===== src/rtl/alu_op_sequencer.sv =====
// ---------------------------------------------------------------------------
// alu_op_sequencer
//   Runs one ALU-class instruction (8'b1000_r_fff) through the relay ALU.
//   The function code is presented to the 3-to-8 function decoder with the
//   output enable raised. Both are held for SETTLE_CYCLES so the relays can
//   settle. The result is then strobed into A (r=0) or D (r=1), the S/C/Z
//   condition flags are updated, and a completion pulse goes back to the
//   instruction sequencer.
//
//   Optional feature macro: HPRC_ALU_FLAGS_EN
//     defined   : S/C/Z flag register is built and updated on LATCH.
//     undefined : no flag storage; flags reads 3'b000; timing unchanged.
//
// Parameters
//   SETTLE_CYCLES  cycles alu_fn/alu_en are held before the result is taken (>=1)
//   CNT_W          settle counter width; must be able to hold SETTLE_CYCLES
//
// Ports
//   clk          in   single clock, rising edge
//   rst          in   synchronous active-high reset
//   instr_valid  in   instruction offered
//   instr_ready  out  sequencer can accept (IDLE only)
//   instr        in   [7:4]=1000 ALU class, [3]=dest (0=A,1=D), [2:0]=fn
//   alu_fn       out  function code to the decoder (000 when idle)
//   alu_en       out  ALU output enable onto the data bus
//   alu_result   in   ALU output bus
//   alu_carry    in   adder carry-out / SHL shifted-out bit
//   load_a       out  one-cycle load strobe for register A
//   load_d       out  one-cycle load strobe for register D
//   flags        out  {S,C,Z} condition register
//   done         out  one-cycle completion pulse
//   illegal      out  one-cycle pulse when a non-ALU opcode is offered
// ---------------------------------------------------------------------------
module alu_op_sequencer #(
    parameter int unsigned SETTLE_CYCLES = 4,
    parameter int unsigned CNT_W         = 4
) (
    input  logic       clk,
    input  logic       rst,
    input  logic       instr_valid,
    output logic       instr_ready,
    input  logic [7:0] instr,
    output logic [2:0] alu_fn,
    output logic       alu_en,
    input  logic [7:0] alu_result,
    input  logic       alu_carry,
    output logic       load_a,
    output logic       load_d,
    output logic [2:0] flags,
    output logic       done,
    output logic       illegal
);

    localparam int unsigned FN_W = 3;

    localparam logic [3:0]      ALU_CLASS = 4'b1000;
    localparam logic [FN_W-1:0] FN_ADD    = 3'b000;
    localparam logic [FN_W-1:0] FN_INC    = 3'b001;
    localparam logic [FN_W-1:0] FN_SHL    = 3'b110;
    localparam logic [FN_W-1:0] FN_NULL   = 3'b111;

    // Counter preload: SETTLE state lasts SETTLE_CYCLES cycles, ending at zero.
    localparam logic [CNT_W-1:0] CNT_LOAD = CNT_W'(SETTLE_CYCLES - 1);

    // Reject configurations the settle counter cannot represent.
    if ((SETTLE_CYCLES < 1) ||
        (64'(SETTLE_CYCLES) > ((64'(1) << CNT_W) - 64'(1)))) begin : g_bad_cfg
        $error("alu_op_sequencer: SETTLE_CYCLES=%0d does not fit CNT_W=%0d (or is < 1)",
               SETTLE_CYCLES, CNT_W);
    end

    typedef enum logic [1:0] {
        ST_IDLE   = 2'd0,
        ST_SETTLE = 2'd1,
        ST_LATCH  = 2'd2,
        ST_DONE   = 2'd3
    } state_t;

    state_t           state;
    logic [CNT_W-1:0] cnt;
    logic             dest;

    logic             is_alu_class;
    logic             fn_writes;

    // Decode helpers: opcode class on the offered instruction, and whether the
    // latched function produces a result (NULL runs the timing but writes nothing).
    assign is_alu_class = (instr[7:4] == ALU_CLASS);
    assign fn_writes    = (alu_fn != FN_NULL);

`ifdef HPRC_ALU_FLAGS_EN
    logic             carry_fn;
    logic [2:0]       flags_next;

    // Carry only has meaning for the adder paths and the shifter.
    assign carry_fn   = (alu_fn == FN_ADD) || (alu_fn == FN_INC) || (alu_fn == FN_SHL);
    assign flags_next = {alu_result[7], carry_fn & alu_carry, (alu_result == 8'h00)};
`else
    // No flag storage: the result/carry inputs only feed the external registers.
    logic unused_flag_inputs;
    assign unused_flag_inputs = ^{alu_result, alu_carry};
    assign flags              = 3'b000;
`endif

    // Sequencer FSM with registered outputs.
    always_ff @(posedge clk) begin
        if (rst) begin
            state       <= ST_IDLE;
            cnt         <= '0;
            dest        <= 1'b0;
            instr_ready <= 1'b0;
            alu_fn      <= FN_ADD;
            alu_en      <= 1'b0;
            load_a      <= 1'b0;
            load_d      <= 1'b0;
            done        <= 1'b0;
            illegal     <= 1'b0;
`ifdef HPRC_ALU_FLAGS_EN
            flags       <= 3'b000;
`endif
        end else begin
            // Strobes are single-cycle unless re-asserted below.
            load_a  <= 1'b0;
            load_d  <= 1'b0;
            done    <= 1'b0;
            illegal <= 1'b0;

            case (state)
                ST_IDLE: begin
                    if (!instr_ready) begin
                        // First cycle after reset: open for business.
                        instr_ready <= 1'b1;
                    end else if (instr_valid) begin
                        if (is_alu_class) begin
                            state       <= ST_SETTLE;
                            instr_ready <= 1'b0;
                            dest        <= instr[3];
                            alu_fn      <= instr[2:0];
                            alu_en      <= 1'b1;
                            cnt         <= CNT_LOAD;
                        end else begin
                            // Stay ready; only the illegal pulse moves.
                            illegal <= 1'b1;
                        end
                    end
                end

                ST_SETTLE: begin
                    if (cnt == '0) begin
                        state  <= ST_LATCH;
                        load_a <= fn_writes & ~dest;
                        load_d <= fn_writes & dest;
                    end else begin
                        cnt <= cnt - CNT_W'(1);
                    end
                end

                ST_LATCH: begin
                    // Result is taken on this edge by the target register.
                    state  <= ST_DONE;
                    alu_en <= 1'b0;
                    alu_fn <= FN_ADD;
                    done   <= 1'b1;
`ifdef HPRC_ALU_FLAGS_EN
                    if (fn_writes) begin
                        flags <= flags_next;
                    end
`endif
                end

                ST_DONE: begin
                    state       <= ST_IDLE;
                    instr_ready <= 1'b1;
                end

                default: begin
                    state <= ST_IDLE;
                end
            endcase
        end
    end

endmodule


===== config.mk =====
export PLATFORM = sky130hd
export DESIGN_NAME = alu_op_sequencer
export DESIGN_NICKNAME = d
export VERILOG_FILES = /design/src/rtl/alu_op_sequencer.sv
export SDC_FILE = /design/constraint.sdc
export NUM_CORES = 1
export LEC_CHECK = 0
export BUFFER_PORTS_ARGS = -buffer_cell sky130_fd_sc_hd__buf_2
export CORE_MARGIN = 4
export CORE_UTILIZATION = 50
export DETAILED_ROUTE_END_ITERATION = 7
export GPL_TIMING_DRIVEN = 0
export PLACE_DENSITY = 0.81
export SYNTH_ARGS = -nofsm -noshare
export SYNTH_HDL_FRONTEND = slang
export SYNTH_SLANG_ARGS = --single-unit

===== constraint.sdc =====
create_clock -name clk -period 2.5 [get_ports clk]
set_input_delay 0.5 -clock clk [delete_from_list [all_inputs] [get_ports clk]]
set_output_delay 0.5 -clock clk [all_outputs]
set_load 0.05 [all_outputs]

==> results of run 1 <==
==> power by group <==
group | internal [mW] | total (mW) | switching [mW]
Clock | 0.0886 | 0.170 | 0.0816
Combinational | 0.130 | 0.357 | 0.227
Sequential | 0.286 | 0.306 | 0.0194
==> cell usage in the layout, fill, tap and decap left out, types with 3 or more instances in the layout <==
cell type,count
clkbuf_4,3
nor2_1,6
inv_1,7
o21ai_1,3
nand2b_1,3
o21ai_0,10
nor2b_1,3
conb_1,3
dfxtp_1,16
nor3_1,3
a21oi_1,5
ha_1,7
buf_4,3
nand3_1,4
buf_2,20
==> metal layers <==
layer / up-vias / global-route usage, % / part of all wire [%]
met1: 343 / 18.74 / 42
met2: 23 / 25.22 / 51
met5: - / 0 / 0
met3: 2 / 3.058 / 6.6
met4: 0 / 6.726 / 0.60
li1: 377 / - / -
==> worst min-delay path, delay by kind of cell <==
| kind | cells | cell delay, ns |
|---|---|---|
| buf+inv | 1 | 0.08 |
| simple gates | 1 | 0.07 |
| mux | 1 | 0.05 |
==> worst paths after layout <==
kind | cells past startpoint | start | end
setup / recovery | 6 | state[0] | cnt[0]
hold / removal | 3 | instr[3] | dest
setup reg to reg | 6 | state[0] | cnt[0]
hold reg to reg | 1 | dest | load_a
==> cell families after synthesis <==
group	Yosys count	share of synthesized area (%)
compound gates	24	17.44
fa+ha+maj	7	10.43
buf+inv	13	7.303
flops	16	38.15
mux	2	2.385
other cells	1	0.4467
simple gates	32	23.85
==> metrics by stage <==
step                      std cells  power [mW]  instance area (um^2)
after floorplan                  97      0.5914                 847.1
after global placement          132      0.6553                 962.2
after detailed placement        132      0.6669                 962.2
after CTS                       136      0.8380                 998.5
after global routing            136      0.9043                 998.5
final                           136      0.8334                 998.5
==> layout make-up <==
class | instances | area share (%)
sequential | 16 | 32.08
inverter | 7 | 2.632
clock buffer | 4 | 3.634
multi-input combinational | 68 | 46.62
tap | 16 | 2.005
timing repair buffer | 19 | 9.524
buffer | 6 | 3.509
==> results.md, run 1 <==
* Status: finished, final reports clean
* Largest reg by FF count: cnt
* RSZ-0062 raised after global routing: no
* Synth area leader: dfxtp_1
* Pre-CTS setup slack at 0.5924 ns
* # setup viols final at 0
* Crit-path slowest cell: dfxtp_1
* Synth warn at 0
* Crit path max fanout at 10
* Post-synth EDFFs at 0
* Final hold viol count at 0
* Port Buffer Count at 19
* Die Width at 48.98 um
* Post-CTS sizing at 0
* Final worst slack at 0.7948 ns
* Power Density at 834.7 nW/um^2
* Min Hold Slack at 0.4577 ns
* Register Area at 320.3 um^2
* CTS Hold Buffers Added at 0
* Final min period at 1.705 ns
* Root Buffer Master: clkbuf_4
* Die footprint at 2399 um^2
* Seq/Total Area, Yosys at 38.15%
* Clock slew at reported path FFs at 0.10 ns
* Setup repair bufs after CTS at 0
* Synth area leaders: dfxtp_1 (38%), ha_1 (10%), o21ai_0 (6.0%)
* DP HPWL at 1.285 mm
* Final worst-path cycle share at 68.21%
* GP Congestion at 0.8011
* Post-layout util at 64.77%
* CTS Sinks at 16
* Max reg flops at 4
* Top flop regs: cnt: 4 flops, alu_fn: 3 flops, state: 2 flops
* CP peak stage delay at 0.34 ns
* CP arrival at 1.90 ns
* Mapped Area at 839.6 um^2
* Post-synth top flop: dfxtp_1
* Post-synthesis async set-or-reset flop share at 0%
* Bufs and invs on worst path at 2
* Vias in the first global route at 695
* Unique cell type count in the Yosys netlist at 32
* Detail Route Antenna Nets at 0
* Initial antenna violation count at 0
* Worst Setup Path Type: reg2reg
* CTS tree: built
* Clk_skew at 0.008618 ns
* Fillers at 136
* CP Cell Sequence: inv_1 > ha_1 > a21boi_2 > buf_2 > nor3_1 > a211oi_1
* Syn Area/Cell at 8.837 um^2
* Drt via density at 5.478
* R2r setup slk at 0.79 ns
* Yosys top cell area share at 38.15%
* Core area at 1541 um^2
* Largest net degree at the start of global routing at 11
* Global Route Usage Sum at 15.21%
* CP required at 2.69 ns
* Setup crit start kind: flop
* Max-Cap Viols at 0
* IO Pins at 32
* Delay-heaviest family, CP: compound AO/OA/AOI/OAI gates
* Leak pwr at 0.4312 nW
* Clock latency on the worst-skew pair at 0.28 ns
* Fin. max-slew vios at 0
* GRT overflow at 0
* Syn Inst Count at 95
* Rows at 14
* Global-route wire length before repair at 2.953 mm
* Synth cell count leaders: dfxtp_1 (16), o21ai_0 (10), ha_1 (7), inv_1 (7), nor2_1 (6)
* Routed vias at 745
* Footprint of the multi-input gates at 465.4 um^2
* WL per Instance at 12.19 um
* First drt pass iteration count at 4
* F_max at 586.4 MHz
* Worst min-delay path class: in2reg
* Die Span Y at 48.98 um
* Worst vdd ir at 0.5368 mV
* Drt total wl at 1.658 mm
* CTS buffer count at 3
* Iteration-0 DRC count of the detailed router at 8
* Fraction of layout cells with a size suffix above 1 at 25.83%
* Dominant cell by count in the synthesized netlist: dfxtp_1
* Setup TNS at 0 ns
* Initial Util at 54.46%
* # H-tree levels at 1
* Critical Path Sink Type: flop
* Clk buf depth at 2
* Post-layout net count at 148
* Synth Register Bits at 16
* DRC viols at 0
* Syn-to-layout area delta at 18.93%
* Antenna diode instance count at 0
Note: power is estimated with default switching activity, not from simulation.
==> inputs of run 2 (changes only) <==
- ABC_AREA: default -> 1
- CORE_UTILIZATION: 50 -> 47
- PLACE_DENSITY: 0.81 -> 0.77
- clock period: 2.5 -> 1.7 ns (I/O delays scaled with it)
==> results.md, run 2 <==
* Most common cell after layout, fill and taps aside: nand2_1 (was buf_2)
* Die footprint at 2571 um^2 (was 2399 um^2)
* RSZ-0062 raised after global routing: no (unchanged)
* Port Buffer Count at 18 (was 19)
* Core area at 1727 um^2 (was 1541 um^2)
* F_max at 666.1 MHz (was 586.4 MHz)
* Commonest cells after routing, fill and taps aside: nand2_1 (32), nor2_1 (22), buf_2 (18) (was buf_2 (20), dfxtp_1 (16), o21ai_0 (10))
* Worst vdd ir at 0.4864 mV (was 0.5368 mV)
* CTS Hold Buffers Added at 0 (unchanged)
* Drt total wl at 1.692 mm (was 1.658 mm)
* Die Width at 50.71 um (was 48.98 um)
* Synth warn at 0 (unchanged)
* WL per Instance at 9.837 um (was 12.19 um)
* Clk_skew at 0.007209 ns (was 0.008618 ns)
* Iteration-0 DRC count of the detailed router at 5 (was 8)
* Dpl cells at 168 (was 132)
* Initial Util at 49.64% (was 54.46%)
* Setup TNS at 0 ns (unchanged)
* Yosys top cell area share at 37.37% (was 38.15%)
* Post-layout util at 59.20% (was 64.77%)
* Global Route Usage Sum at 15.06% (was 15.21%)
* Synth area leaders: dfxtp_1 (37%), nand2_1 (14%), ha_1 (10%) (was dfxtp_1 (38%), ha_1 (10%), o21ai_0 (6.0%))
* Unique cell type count in the Yosys netlist at 18 (was 32)
* Largest reg by FF count: cnt (unchanged)
* Antenna diode instance count at 0 (unchanged)
* Seq/Total Area, Yosys at 37.37% (was 38.15%)
* # setup viols final at 0 (unchanged)
* # H-tree levels at 1 (unchanged)
* Initial antenna violation count at 0 (unchanged)
* Synth Register Bits at 16 (unchanged)
* CTS buffer count at 3 (unchanged)
* Critical Path Sink Type: flop (unchanged)
* CP arrival at 1.69 ns (was 1.90 ns)
* Post-synthesis async set-or-reset flop share at 0% (unchanged)
* IO Pins at 32 (unchanged)
* Final min period at 1.501 ns (was 1.705 ns)
* Worst min-delay path class: in2reg (unchanged)
* Fin. max-slew vios at 0 (unchanged)
* Power Density at 812.9 nW/um^2 (was 834.7 nW/um^2)
* CP required at 1.88 ns (was 2.69 ns)
* Post-CTS sizing at 0 (unchanged)
* DP HPWL at 1.304 mm (was 1.285 mm)
* Clock latency on the worst-skew pair at 0.29 ns (was 0.28 ns)
* DRC viols at 0 (unchanged)
* Syn Area/Cell at 6.968 um^2 (was 8.837 um^2)
* Top flop regs: cnt: 4 flops, alu_fn: 3 flops, state: 2 flops (unchanged)
* Vias in the first global route at 703 (was 695)
* Placed cell areas at 985.9 um^2 (was 962.2 um^2)
* Final worst-path cycle share at 88.31% (was 68.21%)
* Status: finished, final reports clean (unchanged)
* First drt pass iteration count at 4 (unchanged)
* Root Buffer Master: clkbuf_4 (unchanged)
* Mapped Area at 857.1 um^2 (was 839.6 um^2)
* Post-synth EDFFs at 0 (unchanged)
* Worst Setup Path Type: reg2reg (unchanged)
* Syn Inst Count at 123 (was 95)
* CTS tree: built (unchanged)
* Final Power at 0.8310 mW (was 0.8334 mW)
* Final Non-Filler Cells at 172 (was 136)
* GP Congestion at 0.7545 (was 0.8011)
* Detail Route Antenna Nets at 0 (unchanged)
* Max-Cap Viols at 0 (unchanged)
* Clk buf depth at 2 (unchanged)
* Drt via density at 4.663 (was 5.478)
* CTS Sinks at 16 (unchanged)
* Post-synth top flop: dfxtp_1 (unchanged)
* Design area at 1022 um^2 (was 998.5 um^2)
* Final hold viol count at 0 (unchanged)
* Syn-to-layout area delta at 19.27% (was 18.93%)
* Die Span Y at 50.71 um (was 48.98 um)
* Clock slew at reported path FFs at 0.10 ns (about the same)
* Post-layout net count at 175 (was 148)
* Fillers at 175 (was 136)
* Dominant cell by count in the synthesized netlist: nand2_1 (was dfxtp_1)
* Leak pwr at 0.5092 nW (was 0.4312 nW)
* Rows at 15 (was 14)
* Global-route wire length before repair at 2.870 mm (was 2.953 mm)
* Routed vias at 802 (was 745)
* Setup crit start kind: flop (unchanged)
* Crit path max fanout at 7 (was 10)
* GRT overflow at 0 (unchanged)
* Synth area leader: dfxtp_1 (unchanged)
* Fraction of layout cells with a size suffix above 1 at 20.41% (was 25.83%)
* Setup repair bufs after CTS at 0 (unchanged)
* Synth cell count leaders: nand2_1 (32), nor2_1 (22), dfxtp_1 (16) (was dfxtp_1 (16), o21ai_0 (10), ha_1 (7), inv_1 (7), nor2_1 (6))
* Largest net degree at the start of global routing at 10 (was 11)
* Max reg flops at 4 (unchanged)
## run 2: metal layers
layer / part of all wire [%] / global-route usage [%] / vias to the layer above
met5: 0 / 0 / -
met4: 2.0 / 9.417 / 0
met3: 3.7 / 3.561 / 4
met2: 49 / 23.91 / 13
met1: 45 / 18.12 / 360
li1: - / - / 425
## run 2: area by class of cell
| cell class | count | area, um^2 | share of cell area, % |
|---|---|---|---|
| flip-flops and latches | 16 | 320.3 | 31.33 |
| well taps | 25 | 31.28 | 3.060 |
| plain buffers | 4 | 30.03 | 2.938 |
| inverters | 14 | 52.55 | 5.141 |
| clock buffers | 4 | 36.28 | 3.550 |
| multi-input cells | 91 | 461.7 | 45.17 |
| repair buffers | 18 | 90.09 | 8.813 |
## run 2: worst max-delay path: stages, from the launching register on
cell and delay [ns]:
dfxtp_1 0.40, inv_1 0.10, ha_1 0.31, nand2_1 0.13
o21a_1 0.20, nand2_1 0.13, nand2_1 0.08, a21oi_1 0.05
## run 2: through the flow
step | setup slack (ns) | hold WS (ns)
final | 0.1987 | 0.2703
after global routing | 0.04761 | 0.2475
after CTS | 0.1946 | 0.2601
after detailed placement | 0.2322 | 0.4414
after global placement | 0.2684 | 0.4439
after floorplan | 0.2562 | 0.4126
## run 2: logic make-up (layout without fill, tap and decap cells)
| logic type | Yosys count | in the layout | share of synthesized area, % |
|---|---|---|---|
| compound gates | 13 | 13 | 8.321 |
| simple gates | 68 | 68 | 34.02 |
| other cells | 1 | 3 | 0.4375 |
| fa+ha+maj | 7 | 7 | 10.22 |
| buf+inv | 18 | 40 | 9.635 |
| flops | 16 | 16 | 37.37 |
## run 2: power by group
group          internal (mW)  switching, mW
registers              0.389        0.00845
logic                 0.0593          0.123
clock network          0.130          0.120
## run 2: final timing paths
path | from | end | slack [ns] | cells after the start
setup / recovery | state[0] | alu_en | 0.20 | 7
hold / removal | rst | alu_fn[0] | 0.27 | 2
setup reg to reg | state[0] | alu_en | 0.20 | 7
hold reg to reg | alu_en | alu_en | 0.47 | 2
